## src/rtl/score_keeper_if.sv

```systemverilog
// Game-event inputs and score/timer/ammo display values shared between the
// score keeper and whatever drives and consumes it.
interface score_keeper_if;
  logic       vsync;
  logic       game_start;
  logic       shot_fired;
  logic       duck_hit;
  logic [6:0] score;
  logic [6:0] high_score;
  logic [6:0] time_left;
  logic [6:0] shots_left;
  logic       game_enable;
  logic       game_over;

  modport master (
    output vsync, game_start, shot_fired, duck_hit,
    input  score, high_score, time_left, shots_left, game_enable, game_over
  );

  modport slave (
    input  vsync, game_start, shot_fired, duck_hit,
    output score, high_score, time_left, shots_left, game_enable, game_over
  );
endinterface

```

## src/rtl/score_keeper.sv

```systemverilog
// Game FSM plus score, ammo, frame-based timer and session high score.
// Every output is a flop; events show up one clk after they are sampled.
module score_keeper #(
  parameter int MAX_SCORE      = 99,
  parameter int GAME_TIME_S    = 60,
  parameter int FRAMES_PER_S   = 60,
  parameter int SHOTS_PER_GAME = 30
) (
  input logic           clk,
  input logic           rst,
  score_keeper_if.slave sk
);
  localparam logic [6:0] MAX_S    = 7'(MAX_SCORE);
  localparam logic [6:0] GAME_T   = 7'(GAME_TIME_S);
  localparam logic [6:0] FRAME_LS = 7'(FRAMES_PER_S - 1);
  localparam logic [6:0] SHOTS    = 7'(SHOTS_PER_GAME);

  typedef enum logic [1:0] {IDLE, PLAYING, OVER} state_t;

  state_t     state, state_nxt;
  logic       vsync_d;
  logic       frame_tick;
  logic       end_cond;
  logic [6:0] frame_cnt, frame_cnt_nxt;
  logic [6:0] score_nxt, high_nxt, time_nxt, shots_nxt;

  assign frame_tick = sk.vsync & ~vsync_d;
  // End condition looks at the registered counters, so OVER lands one cycle
  // after the last counter reaches zero.
  assign end_cond   = (sk.time_left == 7'd0) || (sk.shots_left == 7'd0);

  always_comb begin
    state_nxt     = state;
    frame_cnt_nxt = frame_cnt;
    score_nxt     = sk.score;
    high_nxt      = sk.high_score;
    time_nxt      = sk.time_left;
    shots_nxt     = sk.shots_left;
    if (sk.game_start) begin
      state_nxt     = PLAYING;
      frame_cnt_nxt = 7'd0;
      score_nxt     = 7'd0;
      time_nxt      = GAME_T;
      shots_nxt     = SHOTS;
    end else if (state == PLAYING) begin
      if (sk.duck_hit && (sk.score < MAX_S))
        score_nxt = sk.score + 7'd1;
      if (sk.shot_fired && (sk.shots_left != 7'd0))
        shots_nxt = sk.shots_left - 7'd1;
      if (frame_tick) begin
        if (frame_cnt >= FRAME_LS) begin
          frame_cnt_nxt = 7'd0;
          if (sk.time_left != 7'd0)
            time_nxt = sk.time_left - 7'd1;
        end else begin
          frame_cnt_nxt = frame_cnt + 7'd1;
        end
      end
      // A hit in the ending cycle still counts toward the high score.
      if (end_cond) begin
        state_nxt = OVER;
        if (score_nxt > sk.high_score)
          high_nxt = score_nxt;
      end
    end
  end

  always_ff @(posedge clk or posedge rst) begin
    if (rst) begin
      state          <= IDLE;
      vsync_d        <= 1'b0;
      frame_cnt      <= 7'd0;
      sk.score       <= 7'd0;
      sk.high_score  <= 7'd0;
      sk.time_left   <= GAME_T;
      sk.shots_left  <= SHOTS;
      sk.game_enable <= 1'b0;
      sk.game_over   <= 1'b0;
    end else begin
      state          <= state_nxt;
      vsync_d        <= sk.vsync;
      frame_cnt      <= frame_cnt_nxt;
      sk.score       <= score_nxt;
      sk.high_score  <= high_nxt;
      sk.time_left   <= time_nxt;
      sk.shots_left  <= shots_nxt;
      sk.game_enable <= (state_nxt == PLAYING);
      sk.game_over   <= (state == PLAYING) && (state_nxt == OVER);
    end
  end
endmodule

```

## src/flat_wrapper.sv

```systemverilog
// flat-port wrapper written by rule: the top's interface ports become plain ports
module score_keeper_flat 
#(
  parameter int MAX_SCORE      = 99,
  parameter int GAME_TIME_S    = 60,
  parameter int FRAMES_PER_S   = 60,
  parameter int SHOTS_PER_GAME = 30
)
  (clk, rst, sk_vsync, sk_game_start, sk_shot_fired, sk_duck_hit, sk_score, sk_high_score, sk_time_left, sk_shots_left, sk_game_enable, sk_game_over);
  score_keeper_if sk_i ();
  input logic clk;
  input logic rst;
  input wire logic [$bits(sk_i.vsync)-1:0] sk_vsync;
  input wire logic [$bits(sk_i.game_start)-1:0] sk_game_start;
  input wire logic [$bits(sk_i.shot_fired)-1:0] sk_shot_fired;
  input wire logic [$bits(sk_i.duck_hit)-1:0] sk_duck_hit;
  output wire logic [$bits(sk_i.score)-1:0] sk_score;
  output wire logic [$bits(sk_i.high_score)-1:0] sk_high_score;
  output wire logic [$bits(sk_i.time_left)-1:0] sk_time_left;
  output wire logic [$bits(sk_i.shots_left)-1:0] sk_shots_left;
  output wire logic [$bits(sk_i.game_enable)-1:0] sk_game_enable;
  output wire logic [$bits(sk_i.game_over)-1:0] sk_game_over;
  assign sk_i.vsync = sk_vsync;
  assign sk_i.game_start = sk_game_start;
  assign sk_i.shot_fired = sk_shot_fired;
  assign sk_i.duck_hit = sk_duck_hit;
  assign sk_score = sk_i.score;
  assign sk_high_score = sk_i.high_score;
  assign sk_time_left = sk_i.time_left;
  assign sk_shots_left = sk_i.shots_left;
  assign sk_game_enable = sk_i.game_enable;
  assign sk_game_over = sk_i.game_over;
  score_keeper #(.MAX_SCORE(MAX_SCORE), .GAME_TIME_S(GAME_TIME_S), .FRAMES_PER_S(FRAMES_PER_S), .SHOTS_PER_GAME(SHOTS_PER_GAME)) u_core (.clk(clk), .rst(rst), .sk(sk_i));
endmodule
```

## config.mk

```make
export PLATFORM = sky130hd
export DESIGN_NAME = score_keeper_flat
export DESIGN_NICKNAME = d
export VERILOG_FILES = /design/src/rtl/score_keeper_if.sv /design/src/rtl/score_keeper.sv /design/src/flat_wrapper.sv
export SDC_FILE = /design/constraint.sdc
export NUM_CORES = 1
export LEC_CHECK = 0
export CAP_MARGIN = 30
export CORE_MARGIN = 5
export CORE_UTILIZATION = 45
export DETAILED_ROUTE_END_ITERATION = 16
export GPL_TIMING_DRIVEN = 0
export PLACE_DENSITY = 0.72
export SLEW_MARGIN = 0
export SYNTH_ARGS = -nofsm -noshare
export SYNTH_HDL_FRONTEND = slang
export SYNTH_SLANG_ARGS = --single-unit
```

## constraint.sdc

```tcl
create_clock -name clk -period 8.3 [get_ports clk]
set_input_delay 2.075 -clock clk [delete_from_list [all_inputs] [get_ports clk]]
set_output_delay 2.075 -clock clk [all_outputs]
set_load 0.01 [all_outputs]
```

Yosys cells after proc, flatten, opt, wreduce, memory -nomap -nowiden --
Index checks and enable logic that the tools add are counted.
Word-level totals: input port bits 6, register bits 40
Cells by class: muxes and demuxes 20, bitwise operators 3, eq/ne operators 3, add/subtract/negate cells 4, reductions and logical operators 17, $lt $le $gt $ge 3
Operator list (number):
- 2-to-1 mux 7 bit | 17
- adder 7 x 1 -> 7 bit, second input constant | 2
- logical NOT 7 bit | 2
- nonzero test 7 bit | 2
- subtractor 7 x 1 -> 7 bit, second input constant | 2
- nonzero test 2 bit | 5
- AND reduction 4 bit | 2
- >= comparator 7 x 6 -> 1 bit, second input constant | 1
- greater-than comparator 7 bit | 1
- less-than comparator 7 bit, second input constant | 1
- 2-to-1 mux 2 bit | 3
- equality test 2 x 1 -> 1 bit, second input constant | 2
- AND reduction 2 bit | 2
- logical AND 1 bit | 3
- equality test 2 bit, second input constant | 1
- inverter 1 bit | 2
- AND 1 bit | 1
- logical OR 1 bit | 1

Longest topological paths before layout --
depth in word-level cells 7, depth in mapped cells 11

Worst setup path after synthesis --
Ideal clock, no wire load.
path type input port to flip-flop, from input port sk_duck_hit, to register u_core.sk.high_score[1], path slack 4.231 ns, arrival time 3.944 ns, setup time 0.125 ns, cell stages on the path 10, cell sequence and3_1 > nand3_1 > nor2_1 > xor2_1 > ha_1 > nand3_1 > nor3_1 > nor4_1 > a21boi_4 > mux2_2
Between the ends: longest elaborated chain between the ends 6
RTL lines:
- start, declared | RTL line flat_wrapper.sv:16 | input wire logic [$bits(sk_i.duck_hit)-1:0] sk_duck_hit;
- logical AND 1 bit * | RTL line score_keeper.sv:46 | if (sk.duck_hit && (sk.score < MAX_S))
- 2-to-1 mux 7 bit * | RTL line score_keeper.sv:46
- 2-to-1 mux 7 bit * | RTL line score_keeper.sv:45 | end else if (state == PLAYING) begin
- 2-to-1 mux 7 bit * | RTL line score_keeper.sv:39 | if (sk.game_start) begin
- greater-than comparator 7 bit | RTL line score_keeper.sv:62 | if (score_nxt > sk.high_score)
- AND reduction 4 bit (no line)
- end signal, assigned | RTL line score_keeper.sv:84 | sk.high_score <= high_nxt;
- end, declared | RTL line score_keeper_if.sv:22 | output score, high_score, time_left, shots_left, game_enable, game_over
Every way passes the cells marked *; elsewhere a longest branch is shown, timed or not. The select of a mux whose other input is x is not followed. A chain may end at the register's enable or synchronous reset.

Worst setup path in the final report --
from input port sk_duck_hit, to register u_core.sk.high_score[5]
The elaborated chain is that of the path after synthesis.

==> metrics.md <==
| Metric | Value |
|---|---|
| RR Endpoint | `u_core.sk.high_score[5]` |
| Status | `complete, no violations` |
| Post-Route WL | `around 4.4 mm` |
| Vias after detailed routing | `between 1500 and 2000` |
| Routed len/inst | `~13 um` |
| Leakage power | `0.00119 uW` |
| CP arrival | `roughly 4.8 ns` |
| Layout cells sized above 1 | `about an eighth` |
| Vias in the first global route | `1664` |
| CP Max Fanout | `7` |
| Maxcap violations | `0` |
| Avg Cell Area, Syn | `a little under 10 um2` |
| Diode count | `0` |
| Via/cell ratio | `~5.2` |
| Max Root-Sink Buffers | `2` |
| GRT Resource Usage Total | `14.7%` |
| Top_reg_cell synth | `dfrtp_1` |
| Synth warn | `0` |
| Hpwl dp | `roughly 3.2 mm` |
| PwrDens | `~160 mW/mm2` |
| Crit path launch type | `primary input` |
| Most common cell on crit path | `nand3_1` |
| Synth unique cells | `43` |
| Die Wd | `~80 um` |
| Top-count cell post-synth | `dfrtp_1` |
| Synth Register Bits | `40` |
| CTS sink count | `40` |
| Hold path cells | `1` |
| Routed Antenna Nets | `0` |
| Worst Path Required | `between 8 and 9 ns` |
| HP Class | `reg -> reg` |
| IO Pins | `36` |
| Clock latency on the worst-skew pair | `about 0.29 ns` |
| Synth top cells by count | `dfrtp_1 (32), nor2_1 (24), nand2_1 (18)` |
| Post-synth ARST share | `100%` |
| Slew margin rel. | `around 45%` |
| Syn_nets | `around 240` |
| CP max stage cell | `clkdlybuf4s50_1` |
| Max incr delay on CP | `0.57 ns` |
| Critical path class | `in -> reg` |
| Remaining Overflow, GRT | `0` |
| CP Capture Type | `flip-flop` |
| Initial antenna violation count | `0` |
| CTS Hold Buffers Added | `0` |
| Initial core utilization | `46.6%` |
| R2r setup slk | `approximately 5.2 ns` |
| Area contributors post-synth | `dfrtp_1 (36%), dfstp_2 (9.5%), ha_1 (6.8%)` |
| Setup Total Neg Slack | `0 ns` |
| Hold Crit Start | `u_core.frame_cnt[6]` |
| Share of the synthesized area in the top cell type | `between 30% and 40%` |
| R2R cell count | `10` |
| Area growth, synth to finish | `24.4%` |
| Number of synthesized flops with an enable pin | `0` |
| Final period util | `a little under three fifths` |
| Dpl ws | `roughly 3.3 ns` |
| Hold endpoint | `u_core.frame_cnt[6]` |
| Htree depth | `2` |
| Layout Skew | `~0.011 ns` |
| Port buffer count | `35` |
| # rows | `25` |
| Mapped cell area | `approximately 0.0022 mm2` |
| RSZ-0062 raised after global routing | `false` |
| Core area | `between 0.004 and 0.005 mm2` |
| Critical path cell sequence | `clkdlybuf4s50_1 -> and3_1 -> nand3_1 -> nor2_1 -> xor2_1 -> ha_1 -> nand3_1 -> nor3_1 -> nor4_1 -> a21boi_4 -> mux2_2` |
| Largest net degree at the start of global routing | `between 40 and 50` |
| Final hold violations | `0` |
| CTS resizes | `0` |
| Fin worst setup slack | `3.64 ns` |
| Routability Congestion | `approximately 0.76` |
| Peak VDD IR | `around 120 uV` |
| Die Y | `about 80 um` |
| First-pass GRT wire length | `7.52 mm` |
| CTS Root Cell | `clkbuf_8` |
| Final nets | `approximately 280` |
| Worst r2r src | `u_core.sk.score[2]` |
| Clk slew on worst S/H paths | `about 0.08 ns` |
| Cells after Synth | `~220` |
| DR pass1 iterations | `4` |
| Die area | `roughly 0.0064 mm2` |
| Final setup viols | `0` |
| Post-CTS setup repair buffer count | `0` |
| Worst Tran Pin Value | `0.818 ns` |
| CTS tree | `built` |
| DRC Markers | `0` |
| CTS buffer count | `5` |
| DR iter-0 viols | `79` |
| Period minus WS final | `between 4 and 5 ns` |
| Post-synth top area cell | `dfrtp_1` |
| Fmax | `0.215 GHz` |
| Sequential area share after synthesis | `45.6%` |
| Max Slew Vio Count | `0` |
[cell usage in the layout (no fill, tap or decap), types with 8 or more instances in the layout]
cell              n
ha_1             12
dfstp_2           8
xor2_1            8
clkdlybuf4s50_1  35
nand3_1          10
dfrtp_1          32
nor2_1           24
o21ai_0           9
nand2_1          18
inv_1            15
[routing by layer]
layer | wire (um) | track usage (%) | vias to the layer above
met3 | 217 | 3.59 | 7
met5 | 0 | 0 | -
met4 | 60 | 5.07 | 0
met2 | 1990 | 23.5 | 42
li1 | - | - | 858
met1 | 2120 | 19.5 | 821
[cell families (layout without fill, tap and decap cells)]
| kind of cell | count (synthesis) | count (layout) | synth area share, % |
|---|---|---|---|
| buf+inv | 20 | 63 | 3.39 |
| xor+xnor | 15 | 15 | 5.93 |
| fa+ha+maj | 12 | 12 | 6.78 |
| simple gates | 86 | 86 | 19.9 |
| compound gates | 40 | 40 | 13.4 |
| flops | 40 | 40 | 45.6 |
| mux | 10 | 10 | 4.91 |
[area by class of cell]
class | count | area (um2)
plain buffers | 4 | 15.0
clock buffers | 6 | 72.6
clock inverters | 2 | 35.0
fillers | 451 | 2000
inverters | 16 | 60.1
multi-input cells | 163 | 1130
flip-flops and latches | 40 | 1010
well taps | 67 | 83.8
repair buffers | 35 | 350
[critical path, delay by kind of cell]
family	cells	cell delay [ns]
AND/OR/NAND/NOR	6	0.96
buffers and inverters	1	0.57
multiplexers	1	0.37
AO/OA/AOI/OAI	1	0.36
adder cells (fa/ha/maj)	1	0.29
XOR/XNOR	1	0.22
[sequential cells by signal, summed over array words and instances, names as in the netlist]
signal                 count
u_core.sk.time_left        7
u_core.vsync_d             1
u_core.sk.score            7
u_core.sk.game_enable      1
u_core.sk.high_score       7
u_core.sk.shots_left       7
u_core.sk.game_over        1
u_core.state               2
u_core.frame_cnt           7
[worst max path at each step]
stage,slack [ns],end,from
CTS,3.63,u_core.sk.high_score[5],sk_duck_hit
floorplan,4.23,u_core.sk.high_score[1],sk_duck_hit
global route,3.46,u_core.sk.high_score[4],sk_duck_hit
detailed placement,3.33,u_core.sk.high_score[6],sk_duck_hit
finish,3.64,u_core.sk.high_score[5],sk_duck_hit
global placement,3.32,u_core.sk.high_score[6],sk_duck_hit
[stage by stage]
| stage | instances | utilization, % | instance area (um2) | hold WS (ns) | power, uW |
|---|---|---|---|---|---|
| finish | 333 | 58.0 | 2760 | 0.492 | 441 |
| global route | 333 | 58.0 | 2760 | 0.503 | 466 |
| global placement | 325 | 55.7 | 2650 | 0.471 | 289 |
| floorplan | 223 | - | 2220 | 0.455 | 262 |
| CTS | 333 | 58.0 | 2760 | 0.494 | 448 |
| detailed placement | 325 | 55.7 | 2650 | 0.476 | 290 |
[where the power goes]
group          internal, uW  total (uW)  switching [uW]  leakage (uW)
combinational          33.7        68.1            34.4      0.000626
sequential              207         218            11.3      0.000507
clock                  89.2         155            66.0     0.0000552
total                   330         441             112       0.00119
(Power assumes the default switching activity.)
